$ cat src/rtl/int_isq_nwb.sv
// int_isq_nwb: integer issue queue with an age matrix, oldest-ready select,
// NUM_WB-port wakeup and ROB-id based flush.
// Optional feature: define INT_ISQ_ENQ_BYPASS_EN so that an enqueuing
// micro-op also catches a writeback that arrives in its own enqueue cycle.
module int_isq_nwb #(
    parameter int DEPTH         = 8,
    parameter int NUM_WB        = 2,
    parameter int PREG_WIDTH    = 6,
    parameter int ROBID_WIDTH   = 7,
    parameter int PAYLOAD_WIDTH = 128
) (
    input  logic                         clock,
    input  logic                         reset_n,
    input  logic                         enq_valid,
    output logic                         enq_ready,
    input  logic [PAYLOAD_WIDTH-1:0]     enq_payload,
    input  logic [ROBID_WIDTH-1:0]       enq_robid,
    input  logic [PREG_WIDTH-1:0]        enq_prs1,
    input  logic [PREG_WIDTH-1:0]        enq_prs2,
    input  logic                         enq_src1_rdy,
    input  logic                         enq_src2_rdy,
    output logic                         deq_valid,
    input  logic                         deq_ready,
    output logic [PAYLOAD_WIDTH-1:0]     deq_payload,
    output logic [ROBID_WIDTH-1:0]       deq_robid,
    input  logic [NUM_WB-1:0]            wb_valid,
    input  logic [NUM_WB*PREG_WIDTH-1:0] wb_prd,
    input  logic                         flush_valid,
    input  logic [ROBID_WIDTH-1:0]       flush_robid,
    output logic [$clog2(DEPTH):0]       count,
    output logic                         intisq_can_enq
);

    localparam int IDX_W = $clog2(DEPTH);
    localparam int CNT_W = IDX_W + 1;
    localparam int LOW_W = ROBID_WIDTH - 1;

    // An entry is younger than the flush boundary when the wrap bits differ
    // XOR its low bits are larger.
    function automatic logic is_younger(input logic [ROBID_WIDTH-1:0] e,
                                        input logic [ROBID_WIDTH-1:0] f);
        logic wrap_diff;
        logic low_gt;
        wrap_diff = e[ROBID_WIDTH-1] ^ f[ROBID_WIDTH-1];
        low_gt    = (e[LOW_W-1:0] > f[LOW_W-1:0]);
        return wrap_diff ^ low_gt;
    endfunction

    // True when any valid writeback port carries preg p.
    function automatic logic wb_hit(input logic [PREG_WIDTH-1:0]        p,
                                    input logic [NUM_WB-1:0]            v,
                                    input logic [NUM_WB*PREG_WIDTH-1:0] prd);
        logic hit;
        hit = 1'b0;
        for (int k = 0; k < NUM_WB; k++) begin
            if (v[k] && (prd[k*PREG_WIDTH +: PREG_WIDTH] == p)) begin
                hit = 1'b1;
            end
        end
        return hit;
    endfunction

    function automatic logic [CNT_W-1:0] popcount(input logic [DEPTH-1:0] v);
        logic [CNT_W-1:0] n;
        n = '0;
        for (int i = 0; i < DEPTH; i++) begin
            n = n + CNT_W'(v[i]);
        end
        return n;
    endfunction

    // Control state (reset)
    logic [DEPTH-1:0] valid_q, valid_d;
    logic [DEPTH-1:0] src1_rdy_q, src1_rdy_d;
    logic [DEPTH-1:0] src2_rdy_q, src2_rdy_d;
    // older_q[i][j] set means entry i is older than entry j
    logic [DEPTH-1:0] older_q [DEPTH];
    logic [DEPTH-1:0] older_d [DEPTH];
    logic [CNT_W-1:0] count_q, count_d;

    // Entry storage (no reset, only meaningful while the valid bit is set)
    logic [PAYLOAD_WIDTH-1:0] payload_q [DEPTH];
    logic [ROBID_WIDTH-1:0]   robid_q   [DEPTH];
    logic [PREG_WIDTH-1:0]    prs1_q    [DEPTH];
    logic [PREG_WIDTH-1:0]    prs2_q    [DEPTH];

    logic [IDX_W-1:0] free_idx;
    logic [DEPTH-1:0] issuable;
    logic [DEPTH-1:0] grant;
    logic             enq_fire;
    logic             deq_fire;
    logic             enq_s1_rdy;
    logic             enq_s2_rdy;

    // Handshake outputs; both sides are blocked during a flush cycle.
    assign enq_ready      = reset_n && !flush_valid && (count_q < CNT_W'(DEPTH));
    assign intisq_can_enq = enq_ready;
    assign deq_valid      = reset_n && !flush_valid && (|issuable);
    assign count          = count_q;
    assign enq_fire       = enq_valid && enq_ready;
    assign deq_fire       = deq_valid && deq_ready;

`ifdef INT_ISQ_ENQ_BYPASS_EN
    assign enq_s1_rdy = enq_src1_rdy || wb_hit(enq_prs1, wb_valid, wb_prd);
    assign enq_s2_rdy = enq_src2_rdy || wb_hit(enq_prs2, wb_valid, wb_prd);
`else
    assign enq_s1_rdy = enq_src1_rdy;
    assign enq_s2_rdy = enq_src2_rdy;
`endif

    // Lowest-index free slot: scan downward so the last hit is the lowest.
    always_comb begin
        free_idx = '0;
        for (int i = DEPTH - 1; i >= 0; i--) begin
            if (!valid_q[i]) begin
                free_idx = IDX_W'(i);
            end
        end
    end

    // Oldest-ready select: an issuable entry wins unless an older issuable one exists.
    always_comb begin
        issuable = valid_q & src1_rdy_q & src2_rdy_q;
        grant    = '0;
        for (int i = 0; i < DEPTH; i++) begin
            grant[i] = issuable[i];
            for (int j = 0; j < DEPTH; j++) begin
                if ((j != i) && issuable[j] && older_q[j][i]) begin
                    grant[i] = 1'b0;
                end
            end
        end
    end

    // One-hot read mux for the selected entry.
    always_comb begin
        deq_payload = '0;
        deq_robid   = '0;
        for (int i = 0; i < DEPTH; i++) begin
            if (grant[i]) begin
                deq_payload = deq_payload | payload_q[i];
                deq_robid   = deq_robid | robid_q[i];
            end
        end
    end

    // Next state: wakeup, flush, dequeue, enqueue, then recount.
    always_comb begin
        valid_d    = valid_q;
        src1_rdy_d = src1_rdy_q;
        src2_rdy_d = src2_rdy_q;
        older_d    = older_q;

        for (int i = 0; i < DEPTH; i++) begin
            if (valid_q[i] && wb_hit(prs1_q[i], wb_valid, wb_prd)) begin
                src1_rdy_d[i] = 1'b1;
            end
            if (valid_q[i] && wb_hit(prs2_q[i], wb_valid, wb_prd)) begin
                src2_rdy_d[i] = 1'b1;
            end
            if (flush_valid && valid_q[i] && is_younger(robid_q[i], flush_robid)) begin
                valid_d[i] = 1'b0;
            end
        end

        // deq_fire and enq_fire are both zero in a flush cycle
        if (deq_fire) begin
            valid_d = valid_d & ~grant;
        end

        // The free slot is never the granted slot, so a freed slot waits a cycle.
        if (enq_fire) begin
            valid_d[free_idx]    = 1'b1;
            src1_rdy_d[free_idx] = enq_s1_rdy;
            src2_rdy_d[free_idx] = enq_s2_rdy;
            older_d[free_idx]    = '0;
            for (int i = 0; i < DEPTH; i++) begin
                older_d[i][free_idx] = valid_q[i];
            end
        end

        count_d = popcount(valid_d);
    end

    // Control registers with asynchronous clear.
    always_ff @(posedge clock or negedge reset_n) begin
        if (!reset_n) begin
            valid_q    <= '0;
            src1_rdy_q <= '0;
            src2_rdy_q <= '0;
            count_q    <= '0;
            for (int i = 0; i < DEPTH; i++) begin
                older_q[i] <= '0;
            end
        end else begin
            valid_q    <= valid_d;
            src1_rdy_q <= src1_rdy_d;
            src2_rdy_q <= src2_rdy_d;
            count_q    <= count_d;
            older_q    <= older_d;
        end
    end

    // Entry storage written only on an accepted enqueue.
    always_ff @(posedge clock) begin
        if (enq_fire) begin
            payload_q[free_idx] <= enq_payload;
            robid_q[free_idx]   <= enq_robid;
            prs1_q[free_idx]    <= enq_prs1;
            prs2_q[free_idx]    <= enq_prs2;
        end
    end

endmodule

$ cat config.mk
export PLATFORM = sky130hd
export DESIGN_NAME = int_isq_nwb
export DESIGN_NICKNAME = d
export VERILOG_FILES = /design/src/rtl/int_isq_nwb.sv
export SDC_FILE = /design/constraint.sdc
export NUM_CORES = 1
export LEC_CHECK = 0
export BUFFER_PORTS_ARGS = -buffer_cell sky130_fd_sc_hd__buf_4
export CORE_AREA = 2 2 406 408
export CTS_CLUSTER_SIZE = 10
export DETAILED_ROUTE_END_ITERATION = 7
export DIE_AREA = 0 0 408 410
export HOLD_SLACK_MARGIN = 0.08
export PLACE_DENSITY = 0.43
export SETUP_SLACK_MARGIN = 0.1
export SYNTH_ARGS = -nofsm -noshare
export SYNTH_HDL_FRONTEND = slang
export SYNTH_SLANG_ARGS = --single-unit
$ cat constraint.sdc
create_clock -name clock -period 17.35 [get_ports clock]
set_input_delay 1.735 -clock clock [delete_from_list [all_inputs] [get_ports clock]]
set_output_delay 1.735 -clock clock [all_outputs]
set_load 0.02 [all_outputs]
==> flow_metrics.tcl <==
set metrics [dict create \
    post_synth_num_cell_types 57 \
    grtUsageMet3_pct 4.375 \
    final_common_cell "edfxtp_1" \
    vias_per_cell 5.027 \
    synth_area_mm2 0.04854 \
    die_h_um 410 \
    nNetsFinal 3417 \
    hold_class "reg2reg" \
    fp-row-count 149 \
    top_usage_layer "met2" \
    cp.arrival_ns 4.86 \
    synth_top_family_by_area "compound AO/OA/AOI/OAI gates" \
    fin_cells 5444 \
    yosysSeqAreaShare_pct 77.08 \
    start_util_pct 29.69 \
    fmax_mhz 151.6 \
    critPathLaunchType "register" \
    clk_pin_slew_ns 0.05 \
    ios 317 \
    cts_made_buffers 152 \
    dr.pass1.iters 5 \
    end_kind "output pin" \
    synthMuxAreaShare_pct 0.1083 \
    syn_to_final_growth_pct 18.61 \
    synth_fa_ha_area_share_pct 1.479 \
    cts_setup_buffers 0 \
    min_period_over_period_pct 38.03 \
    antenna_found_initial 19 \
    syn_nets 3084 \
    final_cell_mix "edfxtp_1, buf_4, a22oi_1" \
    dp_cells 5222 \
    clk_latency_ns 0.80 \
    ys_ff_latch 1260 \
    drt_iter0_drc 1777 \
    crit_fanout 52 \
    routedWlPerCell_um 26.94 \
    rsz0062_at_grt "no" \
    synthXorXnorAreaFrac_pct 3.699 \
    dieArea_mm2 0.1673 \
    place_congestion 0.7480 \
    use_met2_pct 28.02 \
    synthCells 2854 \
    use_met1_pct 22.65 \
    grt_first_pass_wirelength_um 209200 \
    cts_tree "done" \
    worst_pin_slew_ns 1.078 \
    ant_nets 0 \
    synthFlopType "edfxtp_1" \
    core_area_mm2 0.1635 \
    ctsHoldBuffers 0 \
    synth_compound_area_share_pct 11.29 \
    setup_viol 0 \
    synth.top_cell.area_share_pct 72.75 \
    num_vias 27366 \
    fin_util_pct 35.22 \
    drc 0 \
    ir_drop_mv 0.09175 \
    ys_async_sr_fraction_pct 6.667 \
    cts_resized 0 \
    final_hold_viol_count 0 \
    clock_path_buffers 3 \
    avgSynthCellArea_um2 17.01 \
    holdWs_ns 0.4751 \
    synth_edf_count 1176 \
    die_w_um 408 \
    cellLeakagePower_nw 19.40 \
    cts_root_buf "clkbuf_16" \
    outcome "finished clean" \
    clock_skew_ns 0.04182 \
    yosys.area.top_type "edfxtp_1" \
    critical_path_class "reg2out" \
    portBuffers 316 \
    period_minus_slack_ns 6.599 \
    grt_start_max_net_pins 120 \
    ys_warn_count 0 \
    critPathRequiredTime_ns 15.61 \
    p_per_area_mw_per_mm2 114.1 \
    cts.sinks 1260 \
    drt-total-wl_um 146700 \
    drive_gt1_share_pct 17.13 \
    slew_violations 0 \
    grt-ovfl-total 0 \
    grtUsageTotal_pct 17.25 \
    cap_violations 0 \
    h-tree-depth 4 \
    grt_pass1_vias 28248 \
    ys_top_cells_by_area "edfxtp_1, dfrtp_1, a22oi_1, xnor2_1, a22o_1" \
    dpl.hpwl_um 75900 \
    yosys.area_share.simple_pct 4.227 \
    slew_headroom_pct 28.14 \
    finalSetupTns_ns 0 \
]
==> state kept, by name, indices dropped and copies added, names as in the netlist <==
register	count
valid_q	8
payload_q	1024
robid_q	56
prs2_q	48
src2_rdy_q	8
count	4
older_q	56
prs1_q	48
src1_rdy_q	8
==> Yosys cell counts, drive strengths merged (3+ instances only) <==
library cell  number
or4               16
o21bai             4
clkinv             4
dfrtp             84
xor2              55
buf              115
mux2i              3
ha                51
o21a               7
a21oi             41
nor2b              9
nor3               7
o31ai              3
clkbuf            64
nor2              20
a41oi              3
a21o              18
a221oi           137
a41o               3
o22ai              6
nand3            177
xnor2            150
nand2            103
o21ai             49
fa                 4
nand4             50
o2111ai            5
and3               9
edfxtp          1176
a22o             149
a22oi            276
inv               32
==> worst max-delay path, stage by stage, from the launching register on <==
cell and delay, ns:
dfrtp_1 0.62, and3_1 0.45, a22o_1 0.31, nor3_4 0.56, buf_4 0.45, buf_4 0.81
a22oi_1 0.20, nand3_1 0.42, buf_4 0.23
==> cells by family (layout without fill, tap and decap cells) <==
kind of cell,count (synthesis),after routing
AND/OR/NAND/NOR,405,405
adder cells (fa/ha/maj),55,55
buffers and inverters,215,612
XOR/XNOR,205,205
AO/OA/AOI/OAI,709,709
other,0,4
flip-flops,1260,1260
multiplexers,5,5
==> final cells by class <==
type	instances	area [um2]
inverter	36	187.7
sequential	1260	37420
fill	15613	105900
tap	2189	2739
antenna	4	10.01
multi-input combinational	1379	10130
clock buffer	187	3966
clock inverter	31	400.4
timing repair buffer	358	2725
==> routing by layer <==
metal / share of wire (%) / vias up / wire [um]
met5: 0.13 / - / 195
met4: 2.3 / 32 / 3330
met3: 5.5 / 232 / 8139
met2: 48 / 608 / 69730
met1: 45 / 14283 / 65270
li1: - / 12211 / -
==> stage by stage <==
stage / setup WS, ns / cell area [um2] / power [mW]
2_1_floorplan: 9.242 / 48540 / 3.596
3_3_place_gp: 10.56 / 53200 / 3.763
3_5_place_dp: 10.60 / 53200 / 3.765
4_1_cts: 10.53 / 57570 / 6.660
5_1_grt: 10.50 / 57570 / 6.786
6_report: 10.75 / 57580 / 6.568
==> final timing paths <==
check	from	cells after the start	slack (ns)	end
worst max-delay path	valid_q[5]	8	10.75	deq_robid[2]
worst min-delay path	older_q[54]	1	0.48	older_q[54]
worst max register to register	valid_q[5]	17	11.53	count[2]
worst min register to register	older_q[54]	1	0.48	older_q[54]
max in group asynchronous	reset_n	2	15.27	older_q[6]
min in group asynchronous	reset_n	1	0.85	older_q[39]
==> where the power goes <==
| part | switching (mW) | leakage, nW | total [mW] | internal (mW) |
|---|---|---|---|---|
| registers | 0.0258 | 11.7 | 3.40 | 3.37 |
| clock network | 1.24 | 2.11 | 2.87 | 1.63 |
| logic | 0.198 | 5.56 | 0.301 | 0.104 |
| total | 1.47 | 19.4 | 6.57 | 5.10 |
(Power assumes the default switching activity.)
